--- src/rtl/bitmap_loader_if.sv ---
// Pixel stream in / memory write bus out for bitmap_loader.
// master: the side that produces pixel bytes and consumes memory writes.
// slave:  the loader itself.
interface bitmap_loader_if #(
    parameter int DATA_WIDTH = 8,
    parameter int ADDS_WIDTH = 18
);
    logic                  in_valid;
    logic [DATA_WIDTH-1:0] in_data;
    logic                  in_ready;
    logic                  wr_en;
    logic [ADDS_WIDTH-1:0] wr_addr;
    logic [DATA_WIDTH-1:0] wr_data;

    modport master (
        output in_valid, in_data,
        input  in_ready, wr_en, wr_addr, wr_data
    );

    modport slave (
        input  in_valid, in_data,
        output in_ready, wr_en, wr_addr, wr_data
    );
endinterface

--- src/rtl/bitmap_loader.sv ---
// Bitmap loader: accepts a stream of pixel bytes and writes one frame of
// IMG_WIDTH x IMG_HEIGHT pixels to memory at addresses 0..W*H-1.
// Optional feature: define BITMAP_LOADER_SYNC_EN to insert a SYNC phase that
// discards bytes until 8'hA5 is seen before loading starts.
module bitmap_loader #(
    parameter int DATA_WIDTH = 8,
    parameter int ADDS_WIDTH = 18,
    parameter int IMG_WIDTH  = 320,
    parameter int IMG_HEIGHT = 240
) (
    input  logic            clk,
    input  logic            rst_n,
    input  logic            start,
    input  logic            abort,
    bitmap_loader_if.slave  bus,
    output logic            busy,
    output logic            frame_done
);
    localparam int XW = (IMG_WIDTH  > 1) ? $clog2(IMG_WIDTH)  : 1;
    localparam int YW = (IMG_HEIGHT > 1) ? $clog2(IMG_HEIGHT) : 1;
    localparam logic [XW-1:0] X_LAST = XW'(IMG_WIDTH - 1);
    localparam logic [YW-1:0] Y_LAST = YW'(IMG_HEIGHT - 1);
`ifdef BITMAP_LOADER_SYNC_EN
    localparam logic [DATA_WIDTH-1:0] SYNC_WORD = DATA_WIDTH'(8'hA5);
`endif

    typedef enum logic [1:0] {IDLE, SYNC, LOAD, DONE} state_t;

    state_t                state_q, state_d;
    logic [XW-1:0]         x_q;
    logic [YW-1:0]         y_q;
    logic [ADDS_WIDTH-1:0] pix_q;
    logic                  wr_en_q;
    logic [ADDS_WIDTH-1:0] wr_addr_q;
    logic [DATA_WIDTH-1:0] wr_data_q;
    logic                  in_ready;
    logic                  accept;
    logic                  last_pix;

    // abort masks in_ready so the byte offered alongside abort is never taken
    assign accept   = in_ready & bus.in_valid;
    assign last_pix = (x_q == X_LAST) && (y_q == Y_LAST);

    assign bus.in_ready = in_ready;
    assign bus.wr_en    = wr_en_q;
    assign bus.wr_addr  = wr_addr_q;
    assign bus.wr_data  = wr_data_q;

    // State register
    always_ff @(posedge clk or negedge rst_n) begin
        if (!rst_n) begin
            state_q <= IDLE;
        end else begin
            state_q <= state_d;
        end
    end

    // Next-state logic
    always_comb begin
        state_d = state_q;
        case (state_q)
            IDLE: begin
                if (start && !abort) begin
`ifdef BITMAP_LOADER_SYNC_EN
                    state_d = SYNC;
`else
                    state_d = LOAD;
`endif
                end
            end
            SYNC: begin
`ifdef BITMAP_LOADER_SYNC_EN
                if (abort) begin
                    state_d = IDLE;
                end else if (accept && (bus.in_data == SYNC_WORD)) begin
                    state_d = LOAD;
                end
`else
                state_d = IDLE;
`endif
            end
            LOAD: begin
                if (abort) begin
                    state_d = IDLE;
                end else if (accept && last_pix) begin
                    state_d = DONE;
                end
            end
            DONE:    state_d = IDLE;
            default: state_d = IDLE;
        endcase
    end

    // State-decoded outputs
    always_comb begin
        in_ready   = 1'b0;
        busy       = 1'b0;
        frame_done = 1'b0;
        case (state_q)
            SYNC, LOAD: begin
                in_ready = !abort;
                busy     = 1'b1;
            end
            DONE: begin
                busy       = 1'b1;
                frame_done = 1'b1;
            end
            default: ;
        endcase
    end

    // Pixel counters and registered write port; counters rearm while idle
    always_ff @(posedge clk or negedge rst_n) begin
        if (!rst_n) begin
            x_q       <= '0;
            y_q       <= '0;
            pix_q     <= '0;
            wr_en_q   <= 1'b0;
            wr_addr_q <= '0;
            wr_data_q <= '0;
        end else begin
            wr_en_q <= 1'b0;
            if (state_q == IDLE) begin
                x_q   <= '0;
                y_q   <= '0;
                pix_q <= '0;
            end else if ((state_q == LOAD) && accept) begin
                wr_en_q   <= 1'b1;
                wr_addr_q <= pix_q;
                wr_data_q <= bus.in_data;
                pix_q     <= pix_q + ADDS_WIDTH'(1);
                if (x_q == X_LAST) begin
                    x_q <= '0;
                    y_q <= y_q + YW'(1);
                end else begin
                    x_q <= x_q + XW'(1);
                end
            end
        end
    end
endmodule
--- src/flat_wrapper.sv ---
// flat-port wrapper written by rule: the top's interface ports become plain ports
module bitmap_loader_flat 
#(
    parameter int DATA_WIDTH = 8,
    parameter int ADDS_WIDTH = 18,
    parameter int IMG_WIDTH  = 320,
    parameter int IMG_HEIGHT = 240
)
  (clk, rst_n, start, abort, busy, frame_done, bus_in_valid, bus_in_data, bus_in_ready, bus_wr_en, bus_wr_addr, bus_wr_data);
  bitmap_loader_if #(.DATA_WIDTH(DATA_WIDTH), .ADDS_WIDTH(ADDS_WIDTH)) bus_i ();
  input  logic clk;
  input  logic rst_n;
  input  logic start;
  input  logic abort;
  output logic busy;
  output logic frame_done;
  input wire logic [$bits(bus_i.in_valid)-1:0] bus_in_valid;
  input wire logic [$bits(bus_i.in_data)-1:0] bus_in_data;
  output wire logic [$bits(bus_i.in_ready)-1:0] bus_in_ready;
  output wire logic [$bits(bus_i.wr_en)-1:0] bus_wr_en;
  output wire logic [$bits(bus_i.wr_addr)-1:0] bus_wr_addr;
  output wire logic [$bits(bus_i.wr_data)-1:0] bus_wr_data;
  assign bus_i.in_valid = bus_in_valid;
  assign bus_i.in_data = bus_in_data;
  assign bus_in_ready = bus_i.in_ready;
  assign bus_wr_en = bus_i.wr_en;
  assign bus_wr_addr = bus_i.wr_addr;
  assign bus_wr_data = bus_i.wr_data;
  bitmap_loader #(.DATA_WIDTH(DATA_WIDTH), .ADDS_WIDTH(ADDS_WIDTH), .IMG_WIDTH(IMG_WIDTH), .IMG_HEIGHT(IMG_HEIGHT)) u_core (.clk(clk), .rst_n(rst_n), .start(start), .abort(abort), .bus(bus_i), .busy(busy), .frame_done(frame_done));
endmodule
--- config.mk ---
export PLATFORM = sky130hd
export DESIGN_NAME = bitmap_loader_flat
export DESIGN_NICKNAME = d
export VERILOG_FILES = /design/src/rtl/bitmap_loader_if.sv /design/src/rtl/bitmap_loader.sv /design/src/flat_wrapper.sv
export SDC_FILE = /design/constraint.sdc
export NUM_CORES = 1
export LEC_CHECK = 0
export CAP_MARGIN = 15
export CORE_ASPECT_RATIO = 0.5
export CORE_MARGIN = 2
export CORE_UTILIZATION = 40
export DETAILED_ROUTE_END_ITERATION = 12
export GPL_TIMING_DRIVEN = 1
export PLACE_DENSITY = 0.7
export SYNTH_ARGS = -nofsm -noshare
export SYNTH_HDL_FRONTEND = slang
export SYNTH_SLANG_ARGS = --single-unit
--- constraint.sdc ---
create_clock -name clk -period 2.1 [get_ports clk]
set_clock_uncertainty 0.05 [all_clocks]
set_input_delay 0.315 -clock clk [delete_from_list [all_inputs] [get_ports clk]]
set_output_delay 0.315 -clock clk [all_outputs]
set_load 0.05 [all_outputs]
==> flow_metrics.env <==
export IMPL_status="finished, violations left"
export IMPL_violations="negative setup slack"
export IMPL_areaGrowthSynthToFinish_pct=39.4
export IMPL_p_switching_mw=1.17
export IMPL_layout_nets=360
export IMPL_ys_ff_latch=64
export IMPL_syn_nets=284
export IMPL_grt_overflow=0
export IMPL_grt_max_degree=65
export IMPL_fmax_ghz=0.452
export IMPL_dr_wl_met2_um=3480
export IMPL_ir_worst_vdd_v=0.000383
export IMPL_cts_tree="built"
export IMPL_rsz0062_at_grt="true"
export IMPL_arrival_ns=2.42
export IMPL_wirelength_um=6810
export IMPL_synthesis_area_mm2=0.00297
export IMPL_path_clk_slew_ns=0.05
export IMPL_io_pins=43
export IMPL_die_area_mm2=0.00816
export IMPL_grt_pass1_vias=2342
export IMPL_cp_end_kind="flop"
export IMPL_holdWs_ns=0.456
export IMPL_slowest_delay_ns=0.60
export IMPL_layout_common_cells="dfrtp_1, clkdlybuf4s50_1, buf_4"
export IMPL_synth_area_leader_cell="dfrtp_1"
export IMPL_core_rowCount=22
export IMPL_die_h_um=64.9
export IMPL_ant_nets=0
export IMPL_hold_viol=0
export IMPL_p_sw_share_pct=31.3
export IMPL_core_area_mm2=0.00727
export IMPL_cts_root_buffer="clkbuf_16"
export IMPL_post_route_min_period_ns=2.21
export IMPL_fin_cells=442
export IMPL_via_per_inst=5.30
export IMPL_cp_num_buf_inv=1
export IMPL_diodes=0
export IMPL_p_leak_nw=1.78
export IMPL_highest_layer="met4"
export IMPL_grt_pass1_wl_um=11200
export IMPL_ys_seq_area_share_pct=54.0
export IMPL_wl_per_cell_um=15.4
export IMPL_tightest_slew_ns=0.507
export IMPL_drc=0
export IMPL_vias=2343
export IMPL_slowest_stage="or4_4"
export IMPL_final_common_cell="dfrtp_1"
export IMPL_start_util_pct=40.8
export IMPL_reg2reg_from="u_core.state_q[1]$_DFFE_PN0P_"
export IMPL_avgSynthCellArea_um2=11.2
export IMPL_worstSetupStartpoint="u_core.state_q[1]$_DFFE_PN0P_"
export IMPL_place_gp_congestion=0.834
export IMPL_hold_class="reg2reg"
export IMPL_worst_path_most_repeated_cell="or4_4"
export IMPL_synthTopCellsByArea="dfrtp_1, mux2_2, a21oi_1"
export IMPL_firstDrtPassIters=4
export IMPL_p_comb_share_pct=25.1
export IMPL_port_buffers=42
export IMPL_power_share_clock_pct=39.0
export IMPL_criticalPathCategory="reg2reg"
export IMPL_cp_max_fo=5
export IMPL_grt_use_total_pct=17.2
export IMPL_fin_crit_sh_pct=105
export IMPL_relSlewSlack_pct=66.1
export IMPL_synthCells=265
export IMPL_ys_warn_count=0
export IMPL_synth_top_area_share_pct=54.0
export IMPL_rr_worst_depth=6
export IMPL_final_layout_size_suffix_gt1_share_pct=28.3
export IMPL_cp_required_ns=2.30
export IMPL_cp_depth=6
export IMPL_internal_power_mw=2.58
export IMPL_clk_latency_ns=0.33
export IMPL_dp_cells=422
export IMPL_antenna_found_initial=0
export IMPL_fin_ws_ns=-0.112
export IMPL_powerDensity_mw_per_mm2=908
export IMPL_crit_end="u_core.y_q[7]$_DFFE_PN0P_"
export IMPL_tns_ns=-0.407
export IMPL_ys_types=42
export IMPL_cap_violations=0
export IMPL_wl_met3_um=181
export IMPL_rr_endpoint="u_core.y_q[7]$_DFFE_PN0P_"
export IMPL_drv_slew=0
export IMPL_dp_slack_ns=-0.198
export IMPL_cts_sinks=64
export IMPL_htree_levels=3
export IMPL_cp_start_kind="flop"
export IMPL_initialDrtViolationCount=173
export IMPL_rrSetupSlack_ns=-0.11
export IMPL_pwr_share_seq_pct=35.9
export IMPL_clk_path_buf_depth=2
export IMPL_crit_path_cell_trace="inv_1 > ha_4 > nand4b_1 > or4_4 > or4_4 > a21oi_2"
export IMPL_numCtsBuffers=9
export IMPL_wl_met1_um=3080
export IMPL_cp_top_family="simple AND/OR/NAND/NOR gates"
export IMPL_die_w_um=126
export IMPL_setup_viol=7
export IMPL_dpl_hpwl_um=4460
-- metal layers --
metal	vias to the layer above	track usage [%]
met5	-	0
met4	0	4.67
met3	8	5.28
met2	32	28.9
met1	1185	21.9
li1	1118	-
-- how the worst min path moves through the flow --
| stage | startpoint | to | cells past startpoint |
|---|---|---|---|
| finish | u_core.bus.wr_addr[0]$_DFFE_PN0P_ | u_core.bus.wr_addr[0]$_DFFE_PN0P_ | 1 |
| global placement | rst_n | u_core.pix_q[3]$_DFFE_PN0P_ | 2 |
| CTS | u_core.bus.wr_addr[11]$_DFFE_PN0P_ | u_core.bus.wr_addr[11]$_DFFE_PN0P_ | 1 |
| detailed placement | rst_n | u_core.pix_q[3]$_DFFE_PN0P_ | 2 |
| floorplan | rst_n | u_core.bus.wr_addr[0]$_DFFE_PN0P_ | 0 |
| global route | u_core.bus.wr_addr[0]$_DFFE_PN0P_ | u_core.bus.wr_addr[0]$_DFFE_PN0P_ | 1 |
-- stage by stage --
stage / util [%] / area [um2] / power (mW)
final: 56.9 / 4140 / 3.76
after global routing: 56.9 / 4140 / 3.91
after CTS: 55.5 / 4030 / 3.74
after detailed placement: 51.0 / 3710 / 2.27
after global placement: 51.0 / 3710 / 2.24
after floorplan: - / 2980 / 1.91
-- synthesized netlist by cell type --
library cell,count
ha_1,6
xnor2_1,8
nand3b_1,4
nor2b_1,1
a31oi_1,2
nand2b_1,1
a22o_1,1
or2_2,1
nand4_1,6
a31o_2,2
and3_1,2
o21ai_0,5
and4_1,4
o31ai_1,6
or4_1,6
nand3_1,9
o211a_1,1
o2111ai_1,1
and2_1,3
o22ai_1,1
or3_2,1
or3b_4,1
nor2_1,19
nor4_1,4
nand2_1,18
o21a_1,1
nand4b_1,2
and4b_1,1
or3_1,3
dfrtp_1,64
o211ai_1,1
mux2i_1,2
buf_2,3
mux2_2,26
nor3_1,8
clkbuf_1,3
buf_1,1
buf_4,2
inv_1,8
a21oi_1,18
or4_4,1
xor2_1,8
-- cell type report --
type,count,area (um2)
clock buffers,9,225
inverters,8,30.0
fillers,607,3130
flip-flops and latches,64,1600
repair buffers,73,686
well taps,96,120
multi-input cells,185,1400
clock inverters,7,72.6
-- power groups by stage --
| stage | clock network (mW) | registers (mW) | logic [mW] |
|---|---|---|---|
| floorplan | 0 | 1.59 | 0.319 |
| global placement | 0 | 1.36 | 0.879 |
| detailed placement | 0 | 1.37 | 0.899 |
| CTS | 1.49 | 1.35 | 0.905 |
| global route | 1.54 | 1.36 | 1.01 |
| finish | 1.46 | 1.35 | 0.941 |
-- sequential cells by signal, summed over array words and instances (netlist names) --
| register | count |
|---|---|
| u_core.state_q | 2 |
| u_core.bus.wr_en | 1 |
| u_core.pix_q | 18 |
| u_core.x_q | 9 |
| u_core.bus.wr_addr | 18 |
| u_core.y_q | 8 |
| u_core.bus.wr_data | 8 |
-- cells by family after synthesis --
kind of cell | count (synthesis) | share of synthesized area, %
multiplexers | 28 | 10.5
adder cells (fa/ha/maj) | 6 | 2.53
AND/OR/NAND/NOR | 95 | 17.6
AO/OA/AOI/OAI | 39 | 8.06
buffers and inverters | 17 | 2.53
XOR/XNOR | 16 | 4.72
flip-flops | 64 | 54.0
-- timing repair --
item,in CTS,in global routing
hold buffers,1,0
gates cloned,0,1
setup endpoints to repair,6,13
pin swaps,1,3
setup buffers,1,1
endpoints found under the hold margin,64,0
resized for setup,4,19
Note: power is estimated with default switching activity, not from simulation.
